File: config.mk
export PLATFORM = sky130hd
export DESIGN_NAME = butterfly_r2
export DESIGN_NICKNAME = d
export VERILOG_FILES = /design/src/rtl/butterfly_r2.sv
export SDC_FILE = /design/constraint.sdc
export NUM_CORES = 2
export LEC_CHECK = 0
export CORE_ASPECT_RATIO = 1.2
export CORE_MARGIN = 2
export CORE_UTILIZATION = 66
export CTS_CLUSTER_DIAMETER = 100
export CTS_CLUSTER_SIZE = 8
export DETAILED_ROUTE_END_ITERATION = 7
export MAX_ROUTING_LAYER = met4
export PLACE_DENSITY = 0.84
export SLEW_MARGIN = 20
export SYNTH_ARGS = -nofsm -noshare
export SYNTH_HDL_FRONTEND = slang
export SYNTH_SLANG_ARGS = --single-unit
File: constraint.sdc
create_clock -name clk -period 10.6 [get_ports clk]
set_input_delay 2.12 -clock clk [delete_from_list [all_inputs] [get_ports clk]]
set_output_delay 2.12 -clock clk [all_outputs]
set_load 0.01 [all_outputs]
File: src/rtl/butterfly_r2.sv
`timescale 1ns/1ps
// butterfly_r2 -- pipelined radix-2 FFT butterfly with serial output.
//
// Takes the pair (A, B) from the upstream pairing demux, multiplies B by
// the twiddle W = cos - j*sin, and forms X0 = A + W*B and X1 = A - W*B.
// The two results are re-serialised onto one complex stream, X0 first.
//
// Compile-time option:
//   BFLY_SAT_EN  defined   -> X0/X1 saturate to the bit_width signed range
//                undefined -> X0/X1 wrap (keep the bit_width LSBs)
//
// Ports:
//   clk, rst_n              clock (rising edge), async active-low reset
//   Re_i1, Im_i1            sample A of the pair
//   Re_i2, Im_i2            sample B of the pair
//   in_valid                pair strobe; accepted on its rising edge only
//   tw_addr                 twiddle ROM index for the next accepted pair
//   cos_data, sin_data      twiddle from a registered ROM, one cycle after accept
//   Re_o, Im_o, out_valid   serial result stream (no backpressure)
//   err_overrun             sticky: in_valid was high two cycles in a row
//
// Handshake: in_valid is a strobe with no ready. A pair is taken only when
// in_valid rises; a strobe lasting more than one cycle drops the extra
// pairs and sets err_overrun. out_valid marks each output sample and the
// consumer must take every one.
module butterfly_r2 #(
    parameter int bit_width      = 16,
    parameter int word_length_tw = 14,
    parameter int N              = 1024
) (
    input  logic                        clk,
    input  logic                        rst_n,
    input  logic [bit_width-1:0]        Re_i1,
    input  logic [bit_width-1:0]        Im_i1,
    input  logic [bit_width-1:0]        Re_i2,
    input  logic [bit_width-1:0]        Im_i2,
    input  logic                        in_valid,
    output logic [$clog2(N/2)-1:0]      tw_addr,
    input  logic [word_length_tw-1:0]   cos_data,
    input  logic [word_length_tw-1:0]   sin_data,
    output logic [bit_width-1:0]        Re_o,
    output logic [bit_width-1:0]        Im_o,
    output logic                        out_valid,
    output logic                        err_overrun
);

    localparam int AW    = $clog2(N/2);
    localparam int PW    = bit_width + word_length_tw;   // full product width
    localparam int SW    = PW + 1;                       // sum of two products
    localparam int RW    = bit_width + 2;                // rounded / butterfly width
    localparam int SHIFT = word_length_tw - 2;
    localparam logic signed [SW-1:0] RND = {{(SW-1){1'b0}}, 1'b1} << (word_length_tw - 3);

    // Reduce a butterfly output to bit_width.
    function automatic logic [bit_width-1:0] reduce(input logic signed [RW-1:0] x);
`ifdef BFLY_SAT_EN
        localparam logic signed [RW-1:0] SAT_MAX = RW'((2 ** (bit_width - 1)) - 1);
        localparam logic signed [RW-1:0] SAT_MIN = -SAT_MAX - RW'(1);
        if (x > SAT_MAX)
            return bit_width'(SAT_MAX);
        else if (x < SAT_MIN)
            return bit_width'(SAT_MIN);
        else
            return bit_width'(x);
`else
        return bit_width'(x);
`endif
    endfunction

    // ---------------- acceptance and twiddle counter ----------------
    logic in_valid_d;
    logic accept;

    assign accept = in_valid && !in_valid_d;

    always_ff @(posedge clk or negedge rst_n) begin
        if (!rst_n) begin
            in_valid_d  <= 1'b0;
            tw_addr     <= '0;
            err_overrun <= 1'b0;
        end else begin
            in_valid_d <= in_valid;
            // N/2 is a power of two, so the natural AW-bit wrap is N/2-1 -> 0.
            if (accept)
                tw_addr <= tw_addr + AW'(1);
            if (in_valid && in_valid_d)
                err_overrun <= 1'b1;
        end
    end

    // ---------------- pipeline registers ----------------
    logic                        s1_valid, s2_valid, s3_valid, s4_valid;
    logic [bit_width-1:0]        s1_a_re, s1_a_im, s1_b_re, s1_b_im;
    logic [bit_width-1:0]        s2_a_re, s2_a_im;
    logic signed [PW-1:0]        s2_p_rc, s2_p_is, s2_p_ic, s2_p_rs;
    logic [bit_width-1:0]        s3_a_re, s3_a_im;
    logic signed [RW-1:0]        s3_tr, s3_ti;
    logic [bit_width-1:0]        s4_x0_re, s4_x0_im, s4_x1_re, s4_x1_im;

    logic signed [SW-1:0]        tr_full, ti_full;
    logic signed [RW-1:0]        x0_re, x0_im, x1_re, x1_im;

    // Round half-up: add half an LSB of the result, then arithmetic shift.
    always_comb begin
        tr_full = SW'(s2_p_rc) + SW'(s2_p_is) + RND;
        ti_full = SW'(s2_p_ic) - SW'(s2_p_rs) + RND;
    end

    always_comb begin
        x0_re = RW'($signed(s3_a_re)) + s3_tr;
        x0_im = RW'($signed(s3_a_im)) + s3_ti;
        x1_re = RW'($signed(s3_a_re)) - s3_tr;
        x1_im = RW'($signed(s3_a_im)) - s3_ti;
    end

    always_ff @(posedge clk or negedge rst_n) begin
        if (!rst_n) begin
            s1_valid <= 1'b0;
            s2_valid <= 1'b0;
            s3_valid <= 1'b0;
            s4_valid <= 1'b0;
            s1_a_re  <= '0;
            s1_a_im  <= '0;
            s1_b_re  <= '0;
            s1_b_im  <= '0;
            s2_a_re  <= '0;
            s2_a_im  <= '0;
            s2_p_rc  <= '0;
            s2_p_is  <= '0;
            s2_p_ic  <= '0;
            s2_p_rs  <= '0;
            s3_a_re  <= '0;
            s3_a_im  <= '0;
            s3_tr    <= '0;
            s3_ti    <= '0;
            s4_x0_re <= '0;
            s4_x0_im <= '0;
            s4_x1_re <= '0;
            s4_x1_im <= '0;
        end else begin
            // S1: capture the pair on the accept edge
            s1_valid <= accept;
            if (accept) begin
                s1_a_re <= Re_i1;
                s1_a_im <= Im_i1;
                s1_b_re <= Re_i2;
                s1_b_im <= Im_i2;
            end
            // S2: twiddle arrives from the ROM this cycle; form all four products
            s2_valid <= s1_valid;
            s2_a_re  <= s1_a_re;
            s2_a_im  <= s1_a_im;
            s2_p_rc  <= PW'($signed(s1_b_re)) * PW'($signed(cos_data));
            s2_p_is  <= PW'($signed(s1_b_im)) * PW'($signed(sin_data));
            s2_p_ic  <= PW'($signed(s1_b_im)) * PW'($signed(cos_data));
            s2_p_rs  <= PW'($signed(s1_b_re)) * PW'($signed(sin_data));
            // S3: rounded T = W*B
            s3_valid <= s2_valid;
            s3_a_re  <= s2_a_re;
            s3_a_im  <= s2_a_im;
            s3_tr    <= RW'(tr_full >>> SHIFT);
            s3_ti    <= RW'(ti_full >>> SHIFT);
            // S4: sum and difference, reduced to bit_width
            s4_valid <= s3_valid;
            s4_x0_re <= reduce(x0_re);
            s4_x0_im <= reduce(x0_im);
            s4_x1_re <= reduce(x1_re);
            s4_x1_im <= reduce(x1_im);
        end
    end

    // ---------------- serialiser ----------------
    typedef enum logic {
        IDLE   = 1'b0,
        SECOND = 1'b1
    } state_t;

    state_t               state, state_next;
    logic [bit_width-1:0] hold_re, hold_im, hold_re_next, hold_im_next;
    logic [bit_width-1:0] re_next, im_next;
    logic                 valid_next;

    always_ff @(posedge clk or negedge rst_n) begin
        if (!rst_n) begin
            state     <= IDLE;
            hold_re   <= '0;
            hold_im   <= '0;
            Re_o      <= '0;
            Im_o      <= '0;
            out_valid <= 1'b0;
        end else begin
            state     <= state_next;
            hold_re   <= hold_re_next;
            hold_im   <= hold_im_next;
            Re_o      <= re_next;
            Im_o      <= im_next;
            out_valid <= valid_next;
        end
    end

    // X1 is parked in hold_* because S4 is overwritten the cycle after it
    // is valid. Accepted pairs are at least two cycles apart, so S4 is never
    // valid while SECOND is draining X1; a pair arriving every second cycle
    // reaches S4 exactly as SECOND returns to IDLE, giving a gap-free stream.
    always_comb begin
        state_next   = state;
        hold_re_next = hold_re;
        hold_im_next = hold_im;
        re_next      = '0;
        im_next      = '0;
        valid_next   = 1'b0;
        case (state)
            IDLE: begin
                if (s4_valid) begin
                    re_next      = s4_x0_re;
                    im_next      = s4_x0_im;
                    valid_next   = 1'b1;
                    hold_re_next = s4_x1_re;
                    hold_im_next = s4_x1_im;
                    state_next   = SECOND;
                end
            end
            SECOND: begin
                re_next    = hold_re;
                im_next    = hold_im;
                valid_next = 1'b1;
                state_next = IDLE;
            end
            default: state_next = IDLE;
        endcase
    end

endmodule

==> impl_metrics.csv <==
group,metric,value,unit
run_status,status,"finished, final reports clean",
cts,cts-root-buf,"clkbuf_16",
synthesis,syn-instance-count,5002,
synthesis,synth_seq_cells,415,
timing,rsz0062_at_grt,"no",
cts,clk_latency,0.62,ns
critical_path,criticalPathCategory,"input port to register",
die,die_y,305,um
die,core.rowCount,110,
cts,cts_max_level,2,
timing,maxSlewViolCount,0,
timing,fin_crit_sh,0.809,
synthesis,synthSimpleGateAreaFrac,0.127,
placed_design,hpwlAfterDp,85.1,mm
synthesis,synth_mux_area_frac,0.0225,
drt,drc,0,
critical_path,end_kind,"register",
die,design.core.area,74900,um2
min_path,hp-class,"register to register",
synthesis,syn_nets,6364,
drt,antenna_left,0,
timing,timing.setup.tns,0,ns
timing,setup_violations,0,
cts,path_clk_slew,0.05,ns
flow_run,max_cap_violations,0,
timing,tightestPinTransition,1.21,ns
finish,fill_cells,5372,
drt,vias,34200,
synthesis,synth_top_family_by_area,"adder cells",
drt,dr.pass1.iters,6,
die,ios,138,
timing,finalClockSkew,0.0259,ns
drt,vias_per_cell,5.62,
die,die-width,255,um
synthesis,synth-main-ff-cell,"dfrtp_1",
grt,grt_pass1_wl,188,mm
synthesis,yosysWarnings,0,
placed_design,gp_congestion,0.903,
grt,grt_pass1_vias,37500,
grt,antenna_found_initial,10,
finish,mostFrequentLayoutCells,"inv_1, fa_1, and2_1",
cts,cts_buffers,58,
critical_path,path_max_fanout,20,
cts,post-cts-setup-buffer-count,0,
timing,final_hold_viol_count,0,
synthesis,synthAdderAreaFrac,0.443,
timing,min_period,8.58,ns
drt,first_iter_violations,2342,
critical_path,crit_path_start_kind,"input port",
synthesis,seq_area_frac_synth,0.208,
finish,mostFrequentLayoutCell,"inv_1",
timing,slew_headroom,0.189,
synthesis,syn_area,49900,um2
synthesis,synth_compound_area_frac,0.0631,
cts,clockBufferDepth,3,
drt,routed_wl,112,mm
cts,cts_tree,"done",
cts,clkSinkCount,415,
finish,drive_above_1_share,0.0526,
grt,grt_usage,0.316,
timing,clock.fmax,0.117,GHz
synthesis,synth_edf_count,0,
cts,cts_resized,0,
finish,area.growth.synth_to_final,7.93,%
synthesis,syn_area_per_cell,9.97,um2
synthesis,synth.distinct_cells,77,
critical_path,crit_arrival,9.12,ns
synthesis,yosysTopAreaCellShare,0.334,
grt,overflow,0,
synthesis,synthTopCellsByArea,"fa_1, dfrtp_1, ha_1, inv_1, and2_1",
synthesis,synth_top_area_cell,"fa_1",
finish,num-nets-final,6417,
placed_design,io_buffer_count,137,
cts,cts_hold_buf,0,
drt,wl_per_cell,18.4,um
critical_path,worstPathRequired,11.14,ns
grt,grt_max_degree,75,
synthesis,synth-xor-area-share,0.0388,
die,die_area,77800,um2
die,start_util,0.666,
synthesis,async_flop_share,1.00,
## per-stage QoR
stage                     instances  utilization  cell area (um2)  setup slack (ns)  hold slack [ns]
after floorplan                5002            -            49900              3.05            0.331
after CTS                      6068        0.719            53800              2.07            0.343
after global placement         6003        0.698            52200              1.63            0.332
after detailed placement       6003        0.698            52200              1.40            0.335
final                          6075        0.719            53800              2.02            0.340
after global routing           6074        0.719            53800              1.50            0.350
## final timing paths
kind                                    startpoint                    end  slack, ns  depth (start not counted)
max in group asynchronous                    rst_n  s2_a_re[14]$_DFF_PN0_       7.69                          2
max                                   sin_data[13]  s2_p_is[27]$_DFF_PN0_       2.02                         21
min in group asynchronous                    rst_n   s2_a_im[8]$_DFF_PN0_       1.46                          1
min                           s2_a_im[1]$_DFF_PN0_   s3_a_im[1]$_DFF_PN0_       0.34                          0
min reg2reg                   s2_a_im[1]$_DFF_PN0_   s3_a_im[1]$_DFF_PN0_       0.34                          0
max reg2reg                s1_b_im[14]$_DFFE_PN0P_  s2_p_is[27]$_DFF_PN0_       4.02                         19
## cell usage after synthesis (17+ instances only)
cell,instances
a211oi_1,26
a21o_1,48
a21oi_1,100
a22o_1,33
and2_1,471
clkbuf_1,206
dfrtp_1,415
fa_1,832
ha_1,435
inv_1,1076
mux2_2,98
nand2_1,419
nand2b_1,39
nand3_1,33
nor2_1,164
nor2b_1,23
nor3_1,46
o21a_1,19
o21ai_0,74
o21bai_1,23
or3_1,17
xnor2_1,172
xor2_1,49
## sequential cells by signal, indices dropped and copies added, names as in the netlist, 28 cells and up
name and cells:
s2_p_ic 28, s2_p_is 28, s2_p_rc 28, s2_p_rs 28
## routing by layer
layer,track usage,wire length (um)
met4,0.154,6160
met1,0.388,42600
met2,0.520,55900
met3,0.0373,7180
met5,-,0
## logic make-up after synthesis
group | after synthesis
AOI/OAI and AO/OA | 453
xor gates and xnor gates | 221
adders and majority gates | 1267
buffers and inverters | 1289
DFF | 415
muxes | 100
and+or+nand+nor | 1257
## worst max-delay path: stages
cell	delay, ns
clkdlybuf4s50_1	0.45
buf_4	0.23
clkinv_1	0.81
nor2_1	0.39
fa_1	0.48
fa_1	0.42
fa_1	0.53
fa_1	0.43
fa_1	0.49
inv_1	0.05
fa_1	0.47
inv_1	0.04
ha_1	0.33
a21o_1	0.17
a2111oi_1	0.48
inv_1	0.10
o2111ai_1	0.30
a31oi_1	0.20
a211o_1	0.30
a21oi_1	0.17
xnor2_1	0.14
## cell type report
class	instances	area, um2	area share
clock buffer	62	1510	0.0280
clock inverter	3	80.1	0.00149
multi-input combinational	3298	34600	0.644
timing repair buffer	205	1870	0.0348
sequential	415	10400	0.193
antenna	7	17.5	0.000325
tap	1008	1260	0.0234
inverter	1077	4040	0.0751
Power is not shown: default switching activity piles up to over one toggle a cycle in this logic, so the estimate is an artifact.
